===== src/rtl/control_sequencer.sv =====
// Hardwired multi-cycle control unit: decodes the IR opcode against a one-hot
// step state (T0..T7) and drives every datapath strobe for fetch, decode and execute.
module control_sequencer #(
  parameter int unsigned     OPW     = 5,
  parameter logic [OPW-1:0]  ALU_ADD = 5'b00011
) (
  input  logic           clock,
  input  logic           clear,
  input  logic [31:0]    ir,
  input  logic           con_ff,
  output logic           pci,
  output logic           pco,
  output logic           iri,
  output logic           mari,
  output logic           mdri,
  output logic           mdro,
  output logic           mem_read,
  output logic           mem_write,
  output logic           ryi,
  output logic           rzli,
  output logic           rzhi,
  output logic           rzlo,
  output logic           rzho,
  output logic           hii,
  output logic           hio,
  output logic           loi,
  output logic           loo,
  output logic           gra,
  output logic           grb,
  output logic           grc,
  output logic           rin,
  output logic           rout,
  output logic           baout,
  output logic           csigno,
  output logic           opi,
  output logic           ipo,
  output logic           incpc,
  output logic           conin,
  output logic [OPW-1:0] alu_op,
  output logic           run
);

  localparam logic [OPW-1:0] OP_LD   = OPW'(0);
  localparam logic [OPW-1:0] OP_LDI  = OPW'(1);
  localparam logic [OPW-1:0] OP_ST   = OPW'(2);
  localparam logic [OPW-1:0] OP_ADD  = OPW'(3);
  localparam logic [OPW-1:0] OP_ROL  = OPW'(10);
  localparam logic [OPW-1:0] OP_ADDI = OPW'(11);
  localparam logic [OPW-1:0] OP_ORI  = OPW'(13);
  localparam logic [OPW-1:0] OP_MUL  = OPW'(14);
  localparam logic [OPW-1:0] OP_DIV  = OPW'(15);
  localparam logic [OPW-1:0] OP_NEG  = OPW'(16);
  localparam logic [OPW-1:0] OP_NOT  = OPW'(17);
  localparam logic [OPW-1:0] OP_BR   = OPW'(18);
  localparam logic [OPW-1:0] OP_JR   = OPW'(19);
  localparam logic [OPW-1:0] OP_JAL  = OPW'(20);
  localparam logic [OPW-1:0] OP_IN   = OPW'(21);
  localparam logic [OPW-1:0] OP_OUT  = OPW'(22);
  localparam logic [OPW-1:0] OP_MFHI = OPW'(23);
  localparam logic [OPW-1:0] OP_MFLO = OPW'(24);
  localparam logic [OPW-1:0] OP_HALT = OPW'(26);

  typedef enum logic [9:0] {
    S_RST  = 10'b00_0000_0001,
    S_T0   = 10'b00_0000_0010,
    S_T1   = 10'b00_0000_0100,
    S_T2   = 10'b00_0000_1000,
    S_T3   = 10'b00_0001_0000,
    S_T4   = 10'b00_0010_0000,
    S_T5   = 10'b00_0100_0000,
    S_T6   = 10'b00_1000_0000,
    S_T7   = 10'b01_0000_0000,
    S_HALT = 10'b10_0000_0000
  } state_e;

  state_e state_q, state_d, last_step;

  logic [OPW-1:0] op;
  logic           is_mem, is_alu, is_imm, is_muldiv, is_unary, has_exec;
  logic           unused_ir;

  assign op        = ir[31:32-OPW];
  assign unused_ir = ^ir[31-OPW:0];

  // Opcode classes sharing a step pattern
  assign is_mem    = (op == OP_LD) || (op == OP_LDI) || (op == OP_ST);
  assign is_alu    = (op >= OP_ADD) && (op <= OP_ORI);
  assign is_imm    = (op >= OP_ADDI) && (op <= OP_ORI);
  assign is_muldiv = (op == OP_MUL) || (op == OP_DIV);
  assign is_unary  = (op == OP_NEG) || (op == OP_NOT);
  assign has_exec  = (op <= OP_MFLO);

  // Final execute step of the current opcode
  always_comb begin
    last_step = S_T3;
    if ((op == OP_LD) || (op == OP_ST))           last_step = S_T7;
    else if ((op == OP_LDI) || is_alu)            last_step = S_T5;
    else if (is_muldiv || (op == OP_BR))          last_step = S_T6;
    else if (is_unary || (op == OP_JAL))          last_step = S_T4;
  end

  always_ff @(posedge clock or negedge clear) begin
    if (!clear) state_q <= S_RST;
    else        state_q <= state_d;
  end

  always_comb begin
    state_d = state_q;
    case (state_q)
      S_RST:  state_d = S_T0;
      S_T0:   state_d = S_T1;
      S_T1:   state_d = S_T2;
      S_T2: begin
        if (op == OP_HALT)  state_d = S_HALT;
        else if (!has_exec) state_d = S_T0;
        else                state_d = S_T3;
      end
      S_T3:   state_d = (last_step == S_T3) ? S_T0 : S_T4;
      S_T4:   state_d = (last_step == S_T4) ? S_T0 : S_T5;
      S_T5:   state_d = (last_step == S_T5) ? S_T0 : S_T6;
      S_T6:   state_d = (last_step == S_T6) ? S_T0 : S_T7;
      S_T7:   state_d = S_T0;
      S_HALT: state_d = S_HALT;
      default: state_d = S_RST;
    endcase
  end

  // Strobe decode: pure function of step and opcode (con_ff gates branch T6)
  always_comb begin
    pci = 1'b0; pco = 1'b0; iri = 1'b0; mari = 1'b0; mdri = 1'b0; mdro = 1'b0;
    mem_read = 1'b0; mem_write = 1'b0;
    ryi = 1'b0; rzli = 1'b0; rzhi = 1'b0; rzlo = 1'b0; rzho = 1'b0;
    hii = 1'b0; hio = 1'b0; loi = 1'b0; loo = 1'b0;
    gra = 1'b0; grb = 1'b0; grc = 1'b0; rin = 1'b0; rout = 1'b0;
    baout = 1'b0; csigno = 1'b0;
    opi = 1'b0; ipo = 1'b0; incpc = 1'b0; conin = 1'b0;
    alu_op = '0;
    run = (state_q != S_RST) && (state_q != S_HALT);

    case (state_q)
      S_T0: begin
        pco = 1'b1; mari = 1'b1; incpc = 1'b1; rzli = 1'b1;
      end
      S_T1: begin
        rzlo = 1'b1; pci = 1'b1; mem_read = 1'b1; mdri = 1'b1;
      end
      S_T2: begin
        mdro = 1'b1; iri = 1'b1;
      end
      S_T3: begin
        if (is_mem) begin
          grb = 1'b1; baout = 1'b1; ryi = 1'b1;
        end else if (is_alu) begin
          grb = 1'b1; rout = 1'b1; ryi = 1'b1;
        end else if (is_muldiv) begin
          gra = 1'b1; rout = 1'b1; ryi = 1'b1;
        end else if (is_unary) begin
          grb = 1'b1; rout = 1'b1; alu_op = op; rzli = 1'b1;
        end else if (op == OP_BR) begin
          gra = 1'b1; rout = 1'b1; conin = 1'b1;
        end else if (op == OP_JR) begin
          gra = 1'b1; rout = 1'b1; pci = 1'b1;
        end else if (op == OP_JAL) begin
          pco = 1'b1; grb = 1'b1; rin = 1'b1;
        end else if (op == OP_IN) begin
          ipo = 1'b1; gra = 1'b1; rin = 1'b1;
        end else if (op == OP_OUT) begin
          gra = 1'b1; rout = 1'b1; opi = 1'b1;
        end else if (op == OP_MFHI) begin
          hio = 1'b1; gra = 1'b1; rin = 1'b1;
        end else if (op == OP_MFLO) begin
          loo = 1'b1; gra = 1'b1; rin = 1'b1;
        end
      end
      S_T4: begin
        if (is_mem) begin
          csigno = 1'b1; alu_op = ALU_ADD; rzli = 1'b1;
        end else if (is_alu) begin
          alu_op = op; rzli = 1'b1;
          if (is_imm) csigno = 1'b1;
          else begin
            grc = 1'b1; rout = 1'b1;
          end
        end else if (is_muldiv) begin
          grb = 1'b1; rout = 1'b1; alu_op = op; rzli = 1'b1; rzhi = 1'b1;
        end else if (is_unary) begin
          rzlo = 1'b1; gra = 1'b1; rin = 1'b1;
        end else if (op == OP_BR) begin
          pco = 1'b1; ryi = 1'b1;
        end else if (op == OP_JAL) begin
          gra = 1'b1; rout = 1'b1; pci = 1'b1;
        end
      end
      S_T5: begin
        if ((op == OP_LD) || (op == OP_ST)) begin
          rzlo = 1'b1; mari = 1'b1;
        end else if ((op == OP_LDI) || is_alu) begin
          rzlo = 1'b1; gra = 1'b1; rin = 1'b1;
        end else if (is_muldiv) begin
          rzlo = 1'b1; loi = 1'b1;
        end else if (op == OP_BR) begin
          csigno = 1'b1; alu_op = ALU_ADD; rzli = 1'b1;
        end
      end
      S_T6: begin
        if (op == OP_LD) begin
          mem_read = 1'b1; mdri = 1'b1;
        end else if (op == OP_ST) begin
          gra = 1'b1; rout = 1'b1; mdri = 1'b1;
        end else if (is_muldiv) begin
          rzho = 1'b1; hii = 1'b1;
        end else if ((op == OP_BR) && con_ff) begin
          rzlo = 1'b1; pci = 1'b1;
        end
      end
      S_T7: begin
        if (op == OP_LD) begin
          mdro = 1'b1; gra = 1'b1; rin = 1'b1;
        end else if (op == OP_ST) begin
          mem_write = 1'b1;
        end
      end
      default: ;
    endcase
  end

endmodule

===== config.mk =====
export PLATFORM = sky130hd
export DESIGN_NAME = control_sequencer
export DESIGN_NICKNAME = d
export VERILOG_FILES = /design/src/rtl/control_sequencer.sv
export SDC_FILE = /design/constraint.sdc
export NUM_CORES = 1
export LEC_CHECK = 0
export BUFFER_PORTS_ARGS = -buffer_cell sky130_fd_sc_hd__buf_2
export CELL_PAD_IN_SITES_DETAIL_PLACEMENT = 1
export CELL_PAD_IN_SITES_GLOBAL_PLACEMENT = 2
export CORE_MARGIN = 10
export CORE_UTILIZATION = 25
export DETAILED_ROUTE_END_ITERATION = 10
export GPL_ROUTABILITY_DRIVEN = 0
export HOLD_SLACK_MARGIN = 0.15
export PLACE_DENSITY_LB_ADDON = 0.1
export SYNTH_ARGS = -nofsm -noshare
export SYNTH_HDL_FRONTEND = slang
export SYNTH_SLANG_ARGS = --single-unit

===== constraint.sdc =====
create_clock -name clock -period 4.6 [get_ports clock]
set_input_delay 0.92 -clock clock [delete_from_list [all_inputs] [get_ports clock]]
set_output_delay 0.92 -clock clock [all_outputs]
set_load 0.01 [all_outputs]

* After elaboration in Yosys (flattened, before gate mapping)
Index checks and enable logic that the tools add are counted.
** Word-level totals
- Register bits :: 10
- Input port bits :: 35
- Logic and storage cells :: 232
** Operators by class
- $lt $le $gt $ge :: 4
- Equality and inequality tests :: 30
- Multiplexer cells :: 183
- Reductions and logical operators :: 14
** Operators by type and width (count)
- 1-bit two-way mux :: 146
- 10-bit one-hot mux with 9 select lines :: 1
- 5-bit == test, second input constant :: 10
- 5-bit two-way mux :: 8
- 8-bit two-way mux :: 3
- 10-bit by 5-bit == test with 1-bit output, second input constant :: 2
- 10-bit by 6-bit == test with 1-bit output, second input constant :: 2
- 10-bit by 7-bit == test with 1-bit output, second input constant :: 2
- 10-bit by 8-bit == test with 1-bit output, second input constant :: 2
- 10-bit two-way mux :: 2
- 1-bit one-hot mux with 4 select lines :: 4
- 5-bit one-hot mux with 3 select lines :: 1
- 1-bit one-hot mux with 2 select lines :: 7
- 6-bit two-way mux :: 2
- 10-bit by 1-bit == test with 1-bit output, second input constant :: 1
- 10-bit == test, second input constant :: 1
- 10-bit by 2-bit == test with 1-bit output, second input constant :: 1
- 10-bit by 3-bit == test with 1-bit output, second input constant :: 1
- 10-bit by 4-bit == test with 1-bit output, second input constant :: 1
- 10-bit by 9-bit == test with 1-bit output, second input constant :: 1
- 5-bit by 4-bit == test with 1-bit output, second input constant :: 2
- 10-bit by 1-bit != test with 1-bit output, second input constant :: 1
- 10-bit != test, second input constant :: 1
- 9-bit two-way mux :: 1
- other kinds (14) :: 28

* Longest topological paths before layout
Gate-level depths: netlist of the first run.
- Word-level depth :: 13
- Gate-level depth with buffers :: 7

* Least setup slack after synthesis of the first run
No wires, ideal clock.
- Kind :: input-to-output
- Start :: input port ir[27]
- End :: output port gra
- Data arrival time :: 2.221 ns
- Required time :: 3.680 ns
- Path slack :: 1.459 ns
- Stages on the path :: 6
- Cells stage by stage :: clkbuf_1 > nor3_1 > nand2_1 > nor3b_1 > a21oi_1 > o41ai_1
** Between the ends
- Longest elaborated chain between the ends :: 13
- Elaborated cells on any way between the ends :: 46
** Ends and longest elaborated chain
- start: declaration :: line 9 : input logic [31:0] ir,
- 5-bit == test :: line 171 : end else if (op == OP_MFLO) begin
- 1-bit two-way mux :: line 171
- 1-bit two-way mux :: line 169 : end else if (op == OP_MFHI) begin
- 1-bit two-way mux :: line 167 : end else if (op == OP_OUT) begin
- 1-bit two-way mux :: line 165 : end else if (op == OP_IN) begin
- 1-bit two-way mux :: line 163 : end else if (op == OP_JAL) begin
- 1-bit two-way mux :: line 161 : end else if (op == OP_JR) begin
- 1-bit two-way mux :: line 159 : end else if (op == OP_BR) begin
- 1-bit two-way mux :: line 157 : end else if (is_unary) begin
- 1-bit two-way mux :: line 155 : end else if (is_muldiv) begin
- 1-bit two-way mux :: line 153 : end else if (is_alu) begin
- 1-bit two-way mux :: line 151 : if (is_mem) begin
- 1-bit one-hot mux with 5 select lines * :: line 140 : case (state_q)
- end: declaration :: line 28 : output logic gra,
Every way passes the cells marked *; elsewhere a longest branch is shown, timed or not.

* Worst setup path after layout of the first run
- Start :: input port ir[30]
- End :: output port rzli
** Between the ends
- Longest elaborated chain between the ends :: 7
- Elaborated cells on any way between the ends :: 29
** Ends and longest elaborated chain
- branches (longest 6 deep; another with 5-bit by 2-bit >= comparator with 1-bit output)
- 1-bit one-hot mux with 4 select lines * :: line 140
- end: declaration :: line 20 : output logic rzli,
Mark *: on every way between the ends.

==> results.json, run 1 <==
{
  "status": "completed",
  "dieArea_sq_um": 8770,
  "worstMarginPinSlew_ns": 0.566,
  "grt_use_total_pct": 13.0,
  "yosys.area_share.simple_pct": 41.4,
  "instances_no_fill": 294,
  "setup_tns_ns": 0,
  "top_regs": "state_q (10)",
  "synth_nets": 232,
  "yosys.cell_types.count": 46,
  "fillCellCount": 684,
  "htreeDepth": 1,
  "routedWlPerCell_microns": 19.3,
  "overflow": 0,
  "initial_core_util_pct": 26.2,
  "pin_count": 69,
  "grt_max_degree": 25,
  "drt-pass1-iter-count": 4,
  "setup_viol": 0,
  "drtIter0Drc": 75,
  "relSlewSlack_pct": 62.0,
  "antenna_found_initial": 0,
  "cp_max_fo": 24,
  "insertedDiodeCount": 0,
  "synth_area_sq_um": 1360,
  "startpoint_type": "primary input",
  "internal_power_uw": 256,
  "report.final.slew_viol_count": 0,
  "ant_nets": 0,
  "swShare_pct": 44.0,
  "path_clk_slew_ns": 0.05,
  "postSynth.asyncResetShare_pct": 100,
  "muxShareOfSynthArea_pct": 0,
  "vdd_drop_max_mv": 0.101,
  "r2r_cells": 5,
  "critPathTopFamily": "simple AND/OR/NAND/NOR gates",
  "yosys_warnings": 0,
  "power_frac_comb_pct": 48.8,
  "area_growth_pct": 17.7,
  "critical_path_class": "primary input to primary output",
  "r2r_end": "state_q[0]",
  "yosys-top-cells-count": "nor2_1, a21oi_1, o21ai_0",
  "synthXorXnorAreaFrac_pct": 3.23,
  "synth_edf_count": 0,
  "synth_top_family_by_area": "simple AND/OR/NAND/NOR gates",
  "crit_slowest_cell": "nor3_1",
  "layout-drive-gt1-share_pct": 23.2,
  "crit_arrival_ns": 2.80,
  "hold_viol_final": 0,
  "p_clk_share_pct": 20.7,
  "skew_ns": 0.00166,
  "die_h_microns": 93.7,
  "cts_tree": "done",
  "routed_wl_microns": 5670,
  "worst_setup_path_end_kind": "primary output",
  "yosysTopAreaCell": "dfrtp_1",
  "fp-row-count": 26,
  "cts_root_buf": "clkbuf_8",
  "dp_cells": 290,
  "hold_class": "primary input to asynchronous set/reset pin",
  "rsz0062_at_grt": "no",
  "hold_buffers": 0,
  "vias_per_cell": 5.58,
  "dominantRegCellSynth": "dfrtp_1",
  "fin_crit_sh_pct": 80.8,
  "syn_area_per_cell_sq_um": 6.88,
  "r2r_start": "state_q[7]",
  "period_minus_slack_ns": 3.72,
  "io_buffers": 41,
  "p_sw_uw": 201,
  "synth_cells": 197,
  "cts_resized": 0,
  "layout.nets": 260,
  "fmax_mhz": 269,
  "ys_seq_elements": 10,
  "grt_pass1_wl_microns": 9460,
  "cp_num_buf_inv": 2,
  "clkSinkCount": 10,
  "crit_required_ns": 3.68,
  "clockBufferDepth": 2,
  "largest_reg_flops": 10,
  "clk_latency_ns": 0.23,
  "place_hpwl_microns": 4480,
  "grt_pass1_vias": 1795,
  "yosysMostFrequentCell": "nor2_1",
  "reg2reg_slack_ns": 2.44,
  "cp_cell_sequence": "buf_2, nor3_1, nand3_1, o22ai_1, nand3_1, o311ai_2, buf_2",
  "largest-register": "state_q",
  "die_width_microns": 93.7,
  "yosys-top-cells-area": "dfrtp_1, a21oi_1, o21ai_0, nor2_1, nand2_1",
  "multiInputGateArea_sq_um": 973,
  "fin_util_pct": 30.9,
  "core-area_sq_um": 5170,
  "regArea_sq_um": 251,
  "seq_power_share_pct": 30.5,
  "drv_cap": 0,
  "synth_top_area_share_pct": 16.6,
  "power_density_nw_per_um2": 286,
  "cts_made_buffers": 3,
  "vias": 1641,
  "cts_setup_buffers": 0,
  "synth-adder-area-share_pct": 0,
  "max_stage_delay_ns": 0.48,
  "drc": 0,
  "synth-compound-area-share_pct": 27.1,
  "p_leak_uw": 0.000696,
  "yosysSeqAreaShare_pct": 18.5
}
==> power groups by stage <==
stage / clock [uW] / sequential (uW) / combinational [uW]
final: 94.6 / 139 / 223
after global routing: 98.1 / 143 / 254
after CTS: 94.5 / 140 / 227
after detailed placement: 0 / 141 / 227
after global placement: 0 / 140 / 223
after floorplan: 0 / 122 / 175
==> final cells by class <==
class                           count  share of cell area, %
Clock buffer                        4                   2.82
Inverter                            9                   2.12
Sequential cell                    10                   15.8
Timing Repair Buffer               41                   12.9
Multi-Input combinational cell    160                   61.0
Tap cell                           70                   5.49
==> worst max-delay path by stage <==
stage                     startpoint   end  slack (ns)  depth (start not counted)
after floorplan               ir[27]   gra        1.46                          6
after global placement        ir[30]  rzli        0.95                          7
after detailed placement      ir[30]  rzli        0.92                          7
after CTS                     ir[30]  rzli        0.89                          7
after global routing          ir[30]   gra        0.73                          7
final                         ir[30]  rzli        0.88                          7
==> placed cells by master (no fill, tap or decap), drive strengths merged, types with 2 or more instances in the layout <==
cell / count
buf: 41
nor2: 22
o21ai: 16
a21oi: 16
nand2: 15
nor3: 10
inv: 9
dfrtp: 9
o22ai: 7
nand3: 6
nor2b: 6
nor3b: 6
nor4: 5
nand4: 4
nand4b: 4
nand2b: 4
or3: 4
a31oi: 4
clkbuf: 4
xnor2: 3
o211ai: 3
or4b: 2
xor2: 2
o41ai: 2
a21o: 2
and3: 2
and2: 2
o311ai: 2
==> layer usage <==
layer  global-route usage [%]  vias up  share of wire [%]
li1                         -      788                  -
met2                     23.0       40                 50
met3                     2.56        2                5.4
met1                     15.7      811                 44
met4                     2.66        0               0.60
met5                        0        -                  0
==> per-stage QoR <==
stage,power (uW),cell area (sq um),hold WS [ns],setup slack (ns)
3_3_place_gp,363,1550,0.704,0.945
4_1_cts,462,1600,0.553,0.887
6_report,457,1600,0.542,0.885
2_1_floorplan,297,1360,0.624,1.46
3_5_place_dp,368,1550,0.726,0.921
5_1_grt,494,1600,0.562,0.728
==> logic make-up (layout without fill, tap and decap cells) <==
| logic type | after synthesis | after routing |
|---|---|---|
| simple gates | 96 | 96 |
| compound gates | 59 | 59 |
| buf+inv | 27 | 54 |
| flops | 10 | 10 |
| xor+xnor | 5 | 5 |
(Power assumes the default switching activity.)
==> inputs of run 2 (changes only) <==
--- a/config.mk
+++ b/config.mk
@@ -9,7 +9,7 @@
 export CELL_PAD_IN_SITES_DETAIL_PLACEMENT = 1
 export CELL_PAD_IN_SITES_GLOBAL_PLACEMENT = 2
 export CORE_MARGIN = 10
-export CORE_UTILIZATION = 25
+export CORE_UTILIZATION = 23
 export DETAILED_ROUTE_END_ITERATION = 10
 export GPL_ROUTABILITY_DRIVEN = 0
 export HOLD_SLACK_MARGIN = 0.15
==> constraint.sdc (replaced) <==
create_clock -name clock -period 3.55 [get_ports clock]
set_input_delay 0.71 -clock clock [delete_from_list [all_inputs] [get_ports clock]]
set_output_delay 0.71 -clock clock [all_outputs]
set_load 0.01 [all_outputs]
==> run 2 against run 1 <==
- wire length rose by 8.0%
- clock power rose by 31%
- cell area rose by 4.9%
- clock-buffer cell count did not move
- critical path depth rose by 1
- first-iteration DRC count fell by 33%
- global-route usage fell by 0.16 points
- critical path type is now flip-flop to primary output
==> results.json, run 2 (synthesis gave the netlist of run 1 again) <==
{
  "top_regs": "state_q (10)",
  "drtIter0Drc": 50,
  "insertedDiodeCount": 0,
  "cts_root_buf": "clkbuf_8",
  "layout.nets": 270,
  "final_common_cell": "buf_2",
  "crit_required_ns": 2.84,
  "relSlewSlack_pct": 60.3,
  "drc": 0,
  "antenna_found_initial": 0,
  "power_density_nw_per_um2": 367,
  "vias_per_cell": 5.46,
  "period_minus_slack_ns": 3.35,
  "dieArea_sq_um": 9370,
  "worst_hold_slack_ns": 0.329,
  "hold_buffers": 0,
  "largest_reg_flops": 10,
  "setup_viol": 0,
  "largest-register": "state_q",
  "grt_max_degree": 24,
  "skew_ns": 0.00207,
  "drt-pass1-iter-count": 4,
  "grt_pass1_wl_microns": 10300,
  "report.final.slew_viol_count": 0,
  "cp_max_fo": 13,
  "status": "completed",
  "path_clk_slew_ns": 0.05,
  "die_width_microns": 96.8,
  "clockBufferDepth": 2,
  "routed_wl_microns": 6120,
  "hold_class": "primary input to asynchronous set/reset pin",
  "area_growth_pct": 23.4,
  "grt_pass1_vias": 1858,
  "fin_crit_sh_pct": 94.5,
  "pin_count": 69,
  "grt_use_total_pct": 12.8,
  "layout-drive-gt1-share_pct": 26.5,
  "max_stage_delay_ns": 0.49,
  "drv_cap": 0,
  "initial_core_util_pct": 24.2,
  "critical_path_class": "flip-flop to primary output",
  "cts_resized": 0,
  "htreeDepth": 1,
  "fmax_mhz": 298,
  "hold_viol_final": 0,
  "overflow": 0,
  "cp_cell_sequence": "buf_4, nor4_1, nor3b_1, nand4b_1, inv_1, a21oi_1, o21ai_0, buf_2",
  "layout_common_cells": "buf_2, nor2_1, o21ai_0, a21oi_1, nand2_1",
  "clk_latency_ns": 0.24,
  "setup_tns_ns": 0,
  "ant_nets": 0,
  "routedWlPerCell_microns": 20.0,
  "worstMarginPinSlew_ns": 0.590,
  "crit_slowest_cell": "nor4_1",
  "cts_setup_buffers": 0,
  "die_h_microns": 96.8,
  "clkSinkCount": 10,
  "startpoint_type": "flip-flop",
  "vias": 1672,
  "cts_made_buffers": 3,
  "vdd_drop_max_mv": 0.178,
  "core-area_sq_um": 5610,
  "rsz0062_at_grt": "no",
  "place_hpwl_microns": 4740,
  "fp-row-count": 27,
  "crit_arrival_ns": 2.64,
  "worst_setup_path_end_kind": "primary output",
  "cts_tree": "done",
  "p_leak_uw": 0.000747,
  "io_buffers": 41
}
-- run 2: changes by cell type in the layout (fill, tap and decap cells not counted) --
cell	change
buf_4	+10
-- run 2: report_power, final --
part / internal, uW / switching (uW)
Combinational: 126 / 185
Clock: 78.7 / 45.4
Sequential: 138 / 41.9
-- run 2: area by class of cell --
type / count / area, sq um
inverters: 9 / 33.8
clock buffers: 4 / 45.0
fillers: 751 / 3930
multi-input cells: 160 / 973
repair buffers: 51 / 280
flip-flops and latches: 10 / 251
well taps: 72 / 90.1
-- run 2: final timing paths --
check | start | end | slack [ns] | depth (start not counted)
min in group clock | state_q[8] | state_q[9] | 0.68 | 2
max in group asynchronous | clear | state_q[0] | 2.96 | 1
max reg2reg | state_q[7] | state_q[0] | 1.31 | 6
min reg2reg | state_q[8] | state_q[9] | 0.68 | 2
max | state_q[7] | pco | 0.20 | 8
min | clear | state_q[3] | 0.33 | 1
-- run 2: worst max-delay path, delay by kind of cell (launching register included) --
kind	cells	cell delay, ns
DFF	1	0.38
and+or+nand+nor	3	1.28
AOI/OAI and AO/OA	2	0.18
buffers and inverters	3	0.57
-- run 2: per-layer routing --
metal  up-vias  global-route usage (%)  wire, microns
met1       827                    16.2           2910
met2        32                    21.9           2930
met3         9                    1.70            190
met5         -                       0              0
met4         0                    3.61             91
li1        804                       -              -
-- run 2: through the flow --
stage	cell area [sq um]	std cells	setup WS, ns	util (%)	total power, uW
2_1_floorplan	1360	197	0.829	-	385
3_3_place_gp	1630	302	0.362	29.0	487
3_5_place_dp	1630	302	0.354	29.0	496
4_1_cts	1670	306	0.191	29.9	624
5_1_grt	1670	306	0.0946	29.9	666
6_report	1670	306	0.196	29.9	615
